==> config.mk <==
export PLATFORM = sky130hd
export DESIGN_NAME = demux_switchover_sequencer
export DESIGN_NICKNAME = d
export VERILOG_FILES = /design/src/rtl/stream_switch_pkg.sv /design/src/rtl/stream_pkt_tracker.sv /design/src/rtl/demux_switchover_sequencer.sv
export SDC_FILE = /design/constraint.sdc
export NUM_CORES = 1
export LEC_CHECK = 0
export ABC_CLOCK_PERIOD_IN_PS = 2800
export BUFFER_PORTS_ARGS = -buffer_cell sky130_fd_sc_hd__buf_4
export CAP_MARGIN = 20
export CORE_MARGIN = 2
export CORE_UTILIZATION = 50
export DETAILED_ROUTE_END_ITERATION = 6
export PLACE_DENSITY_LB_ADDON = 0.1
export SYNTH_ARGS = -nofsm -noshare
export SYNTH_HDL_FRONTEND = slang
export SYNTH_HIERARCHICAL = 1
export SYNTH_SLANG_ARGS = --single-unit
==> constraint.sdc <==
create_clock -name axis_aclk -period 2.8 [get_ports axis_aclk]
set_input_delay 0.14 -clock axis_aclk [delete_from_list [all_inputs] [get_ports axis_aclk]]
set_output_delay 0.14 -clock axis_aclk [all_outputs]
set_load 0.05 [all_outputs]
==> src/rtl/stream_switch_pkg.sv <==
// Shared types and defaults for the demux switchover sequencer.
package stream_switch_pkg;

  typedef enum logic [1:0] {
    ST_IDLE,
    ST_WAIT_EOP,
    ST_DRAIN,
    ST_SWITCH
  } sw_state_e;

  localparam int unsigned DEFAULT_DRAIN_CYCLES   = 4;
  localparam int unsigned DEFAULT_TIMEOUT_CYCLES = 1024;

  // Width of a down/up counter that must hold the value n (at least 1 bit).
  function automatic int unsigned cnt_width(input int unsigned n);
    return (n > 0) ? $clog2(n + 1) : 1;
  endfunction

endpackage

==> src/rtl/stream_pkt_tracker.sv <==
// Tracks whether the monitored stream is between the first and last beat of a packet.
// With SWITCH_TIMEOUT_EN defined, a clear input discards a packet abandoned by a forced switch.
module stream_pkt_tracker (
  input  logic clk_i,
  input  logic rst_i,
`ifdef SWITCH_TIMEOUT_EN
  input  logic clr_i,
`endif
  input  logic tvalid_i,
  input  logic tready_i,
  input  logic tlast_i,
  output logic in_packet_o
);

  logic in_packet_q;

  always_ff @(posedge clk_i or posedge rst_i) begin
    if (rst_i) begin
      in_packet_q <= 1'b0;
`ifdef SWITCH_TIMEOUT_EN
    end else if (clr_i) begin
      in_packet_q <= 1'b0;
`endif
    end else if (tvalid_i && tready_i) begin
      in_packet_q <= !tlast_i;
    end
  end

  assign in_packet_o = in_packet_q;

endmodule

==> src/rtl/demux_switchover_sequencer.sv <==
// Sequences a demux select change at a packet boundary: wait for end of packet, drain, switch.
// Optional macro SWITCH_TIMEOUT_EN forces the switch if the end of packet never arrives.
module demux_switchover_sequencer
  import stream_switch_pkg::*;
#(
  parameter int M_COUNT        = 2,
  parameter int CL_M_COUNT     = $clog2(M_COUNT),
  parameter int DRAIN_CYCLES   = DEFAULT_DRAIN_CYCLES,
  parameter int TIMEOUT_CYCLES = DEFAULT_TIMEOUT_CYCLES,
  parameter int DEFAULT_SELECT = 0
) (
  input  logic                  axis_aclk,
  input  logic                  axis_areset,
  input  logic                  req_valid,
  input  logic [CL_M_COUNT-1:0] req_select,
  output logic                  req_ready,
  input  logic                  mon_tvalid,
  input  logic                  mon_tready,
  input  logic                  mon_tlast,
  output logic                  hold,
  output logic [CL_M_COUNT-1:0] select_active,
  output logic                  busy,
  output logic                  switch_done,
  output logic                  timeout_err
);

  localparam int unsigned DCW      = cnt_width(DRAIN_CYCLES);
  localparam sw_state_e   FLUSH_ST = (DRAIN_CYCLES == 0) ? ST_SWITCH : ST_DRAIN;

  sw_state_e             state_q, state_d;
  logic [CL_M_COUNT-1:0] target_q, target_d;
  logic [CL_M_COUNT-1:0] sel_q, sel_d;
  logic [DCW-1:0]        cnt_q, cnt_d;
  logic                  hold_q, hold_d;
  logic                  busy_q, busy_d;
  logic                  ready_q, ready_d;
  logic                  done_q, done_d;
  logic                  in_packet;
  logic                  eop;

`ifdef SWITCH_TIMEOUT_EN
  localparam int unsigned TCW = cnt_width(TIMEOUT_CYCLES);
  logic [TCW-1:0] tmo_q, tmo_d;
  logic           err_q, err_d;
  logic           forced_q, forced_d;
  logic           pkt_clr;
`endif

  assign eop = mon_tvalid && mon_tready && mon_tlast;

  stream_pkt_tracker u_tracker (
    .clk_i       (axis_aclk),
    .rst_i       (axis_areset),
`ifdef SWITCH_TIMEOUT_EN
    .clr_i       (pkt_clr),
`endif
    .tvalid_i    (mon_tvalid),
    .tready_i    (mon_tready),
    .tlast_i     (mon_tlast),
    .in_packet_o (in_packet)
  );

  // Flush states spend their first cycle with hold low (hold_q still 0), so SWITCH
  // exits only once hold has been seen high; this keeps the D+1 hold window uniform.
  always_comb begin
    state_d  = state_q;
    target_d = target_q;
    sel_d    = sel_q;
    cnt_d    = cnt_q;
    hold_d   = 1'b0;
    done_d   = 1'b0;
`ifdef SWITCH_TIMEOUT_EN
    tmo_d    = tmo_q;
    err_d    = err_q;
    forced_d = forced_q;
    pkt_clr  = 1'b0;
`endif
    case (state_q)
      ST_IDLE: begin
`ifdef SWITCH_TIMEOUT_EN
        tmo_d = '0;
`endif
        if (req_valid) begin
          if (req_select == sel_q) begin
            done_d = 1'b1;
          end else begin
            target_d = req_select;
            cnt_d    = DCW'(DRAIN_CYCLES);
            state_d  = in_packet ? ST_WAIT_EOP : FLUSH_ST;
          end
        end
      end
      ST_WAIT_EOP: begin
        if (eop) begin
          state_d = FLUSH_ST;
          cnt_d   = DCW'(DRAIN_CYCLES);
        end
`ifdef SWITCH_TIMEOUT_EN
        else if (tmo_q == TCW'(TIMEOUT_CYCLES - 1)) begin
          state_d  = FLUSH_ST;
          cnt_d    = DCW'(DRAIN_CYCLES);
          err_d    = 1'b1;
          forced_d = 1'b1;
        end else begin
          tmo_d = tmo_q + 1'b1;
        end
`endif
      end
      ST_DRAIN: begin
        hold_d = 1'b1;
        if (cnt_q == '0) state_d = ST_SWITCH;
        else             cnt_d   = cnt_q - 1'b1;
      end
      ST_SWITCH: begin
        hold_d = 1'b1;
        if (hold_q) begin
          hold_d  = 1'b0;
          state_d = ST_IDLE;
          sel_d   = target_q;
          done_d  = 1'b1;
`ifdef SWITCH_TIMEOUT_EN
          pkt_clr  = forced_q;
          forced_d = 1'b0;
`endif
        end
      end
      default: state_d = ST_IDLE;
    endcase
    busy_d  = (state_d != ST_IDLE);
    ready_d = (state_d == ST_IDLE);
  end

  always_ff @(posedge axis_aclk or posedge axis_areset) begin
    if (axis_areset) begin
      state_q  <= ST_IDLE;
      target_q <= '0;
      sel_q    <= CL_M_COUNT'(DEFAULT_SELECT);
      cnt_q    <= '0;
      hold_q   <= 1'b0;
      busy_q   <= 1'b0;
      ready_q  <= 1'b1;
      done_q   <= 1'b0;
`ifdef SWITCH_TIMEOUT_EN
      tmo_q    <= '0;
      err_q    <= 1'b0;
      forced_q <= 1'b0;
`endif
    end else begin
      state_q  <= state_d;
      target_q <= target_d;
      sel_q    <= sel_d;
      cnt_q    <= cnt_d;
      hold_q   <= hold_d;
      busy_q   <= busy_d;
      ready_q  <= ready_d;
      done_q   <= done_d;
`ifdef SWITCH_TIMEOUT_EN
      tmo_q    <= tmo_d;
      err_q    <= err_d;
      forced_q <= forced_d;
`endif
    end
  end

  assign req_ready     = ready_q;
  assign hold          = hold_q;
  assign select_active = sel_q;
  assign busy          = busy_q;
  assign switch_done   = done_q;
`ifdef SWITCH_TIMEOUT_EN
  assign timeout_err   = err_q;
`else
  assign timeout_err   = 1'b0;
`endif

endmodule

==> results.ini <==
[sta]
fin_setup_tns_ns=0
rsz0062_at_grt=false
finalCriticalPeriod_ns=1.81
finalSetupViolCount=0
final-hold-violation-count=0
period_share_pct=64.8
report.final.slew_viol_count=0
max_freq_mhz=551
fin_hold_ws_ns=0.0714
finClkSkew_ns=0.000405

[die]
dieArea_sq_mm=0.00168
start_util_pct=53.4
coreArea_sq_mm=0.00128
rows=13
dieWidth_um=41.0
die_y_um=41.0
io-pin-count=13

[synthesis]
yosysUniqueCellTypes=29
synth_ff_type=dfrtp_1
yosysTopAreaCellShare_pct=40.1
synthCells=67
syn_area_per_cell_sq_um=10.2
ys_seq_elements=12
synth_common_cells=11 x dfrtp_1, 8 x inv_1, 7 x ha_1
synth-edff-count=0
async_flop_share_pct=100
yosysWarnings=6
synth.most_common_cell=dfrtp_1
yosys.area.top_type=dfrtp_1
syn-num-nets=81
ys_seq_area_share_pct=44.0
synth_area_sq_um=686
synth_area_leaders=dfrtp_1 40%, ha_1 13%, inv_1 4.4%

[clock_tree]
htreeDepth=1
clock_sinks=12
postCtsSetupBuffers=0
cts_tree=built
cts_root_buf=clkbuf_4
cts_buffers=3
cts.repair.resized=0
insertion_delay_ns=0.27
cts.path.max_buffers=2
hold_buffers=1
clk_pin_slew_ns=0.07

[critical_path]
critical_path_class=flop to flop
crit_path_end=busy
cp-start-kind=flop
cp-startpoint=state_q[0]
r2r_slack_ns=0.99
cp_max_fo=9
r2r-end=busy
arrival_ns=2.03
end_kind=flop
ff2ff_path_depth=6
cp.required_ns=3.01
reg2reg_from=state_q[0]

[pwr]
clock_power_share_pct=11.8
pwr-share-seq_pct=31.8
p_leak_nw=0.387
power.switching_mw=0.437
power_mw=0.947
peakVddDrop_v=0.000609
combPwrFrac_pct=56.5
intPower_mw=0.509
swShare_pct=46.2
power_per_cell_area_mw_per_mm2=1160

[flow_run]
cap_violations=0

[global_route]
grt_pass1_vias=476
grt_pass1_wl_um=2150
overflow=0
grt_use_total_pct=20.6
grt_max_degree=12
antenna_found_initial=0

[route]
drc=0
viasPerCell=5.54
wl_um=1320
first_pass_iters=4
post_drt_wl_per_cell_um=13.6
vias=537
top_layer=met4
wl_met1_um=597
wl_met3_um=51
drtAntennaViolNets=0
met2_length_um=628
drt-initial-drc-count=2

[cells_and_area]
layout-drive-gt1-share_pct=20.7
nNetsFinal=97
diodes=0
areaGrowthSynthToFinish_pct=19.0
final_cells=97
fill_cells=109

[worst_hold_path]
hp-class=input pin to flop
hold_depth=2

[placement]
port_buffers=11
dp.cells=92
hpwl_um=986
gp_congestion=0.784

[outcome]
status=complete, no violations

flip-flops by register name, indices dropped and copies added, names as in the netlist:
register / count
busy: 1
cnt_q: 3
hold: 1
req_ready: 1
select_active: 1
state_q: 2
switch_done: 1
target_q: 1
u_tracker/in_packet_o: 1
critical path: stages (launching register included):
cell and delay (ns):
dfrtp_1 0.43, inv_1 0.12, ha_1 0.34, and3b_1 0.23, nor2_1 0.05, o311ai_1 0.42, or2_1 0.16
area by class of cell:
cell class / count / area [sq um] / area share, %
clock buffers: 4 / 26.3 / 3.22
inverters: 8 / 30.0 / 3.68
multi-input cells: 46 / 347 / 42.5
flip-flops and latches: 12 / 302 / 37.0
well taps: 15 / 18.8 / 2.30
repair buffers: 12 / 92.6 / 11.3
per-layer routing:
metal	up-vias	track usage, %
met5	-	0
met4	0	15.0
met3	4	3.80
met2	11	31.6
met1	253	25.5
li1	269	-
per-stage QoR:
stage | area [sq um] | utilization (%) | setup slack [ns]
floorplan | 686 | - | 1.17
global placement | 779 | 60.7 | 1.06
detailed placement | 779 | 60.7 | 1.01
CTS | 816 | 63.5 | 0.998
global route | 816 | 63.5 | 0.763
finish | 816 | 63.5 | 0.986
layout by cell type (no fill, tap or decap), types with 2 or more instances in the layout:
cell       n
dfrtp_1   11
buf_4     11
inv_1      8
ha_1       7
nand2_1    5
o21ai_0    4
a31oi_1    4
clkbuf_4   3
nand3_1    2
nand2b_1   2
a21oi_1    2
nor2_1     2
mux2i_1    2
kinds of logic after synthesis:
group	after synthesis	synth area share, %
AO/OA/AOI/OAI	18	19.0
XOR/XNOR	1	1.28
adder cells (fa/ha/maj)	7	12.8
buffers and inverters	9	5.48
flip-flops	12	44.0
multiplexers	3	4.56
other	1	0.547
AND/OR/NAND/NOR	16	12.4
worst min-delay path by stage:
stage / startpoint / end / slack [ns]
after global placement: axis_areset / u_tracker/in_packet_o / -0.01
after CTS: mon_tready / u_tracker/in_packet_o / 0.06
after floorplan: axis_areset / u_tracker/in_packet_o / -0.13
after global routing: mon_tready / u_tracker/in_packet_o / 0.06
after detailed placement: axis_areset / u_tracker/in_packet_o / -0.005
final: mon_tready / u_tracker/in_packet_o / 0.07
power groups by stage:
stage | combinational (mW) | sequential [mW] | clock [mW]
2_1_floorplan | 0.295 | 0.409 | 0
3_3_place_gp | 0.523 | 0.303 | 0
3_5_place_dp | 0.534 | 0.303 | 0
4_1_cts | 0.537 | 0.300 | 0.117
5_1_grt | 0.597 | 0.312 | 0.126
6_report | 0.535 | 0.301 | 0.111
Power figures use the tool's default switching activity.
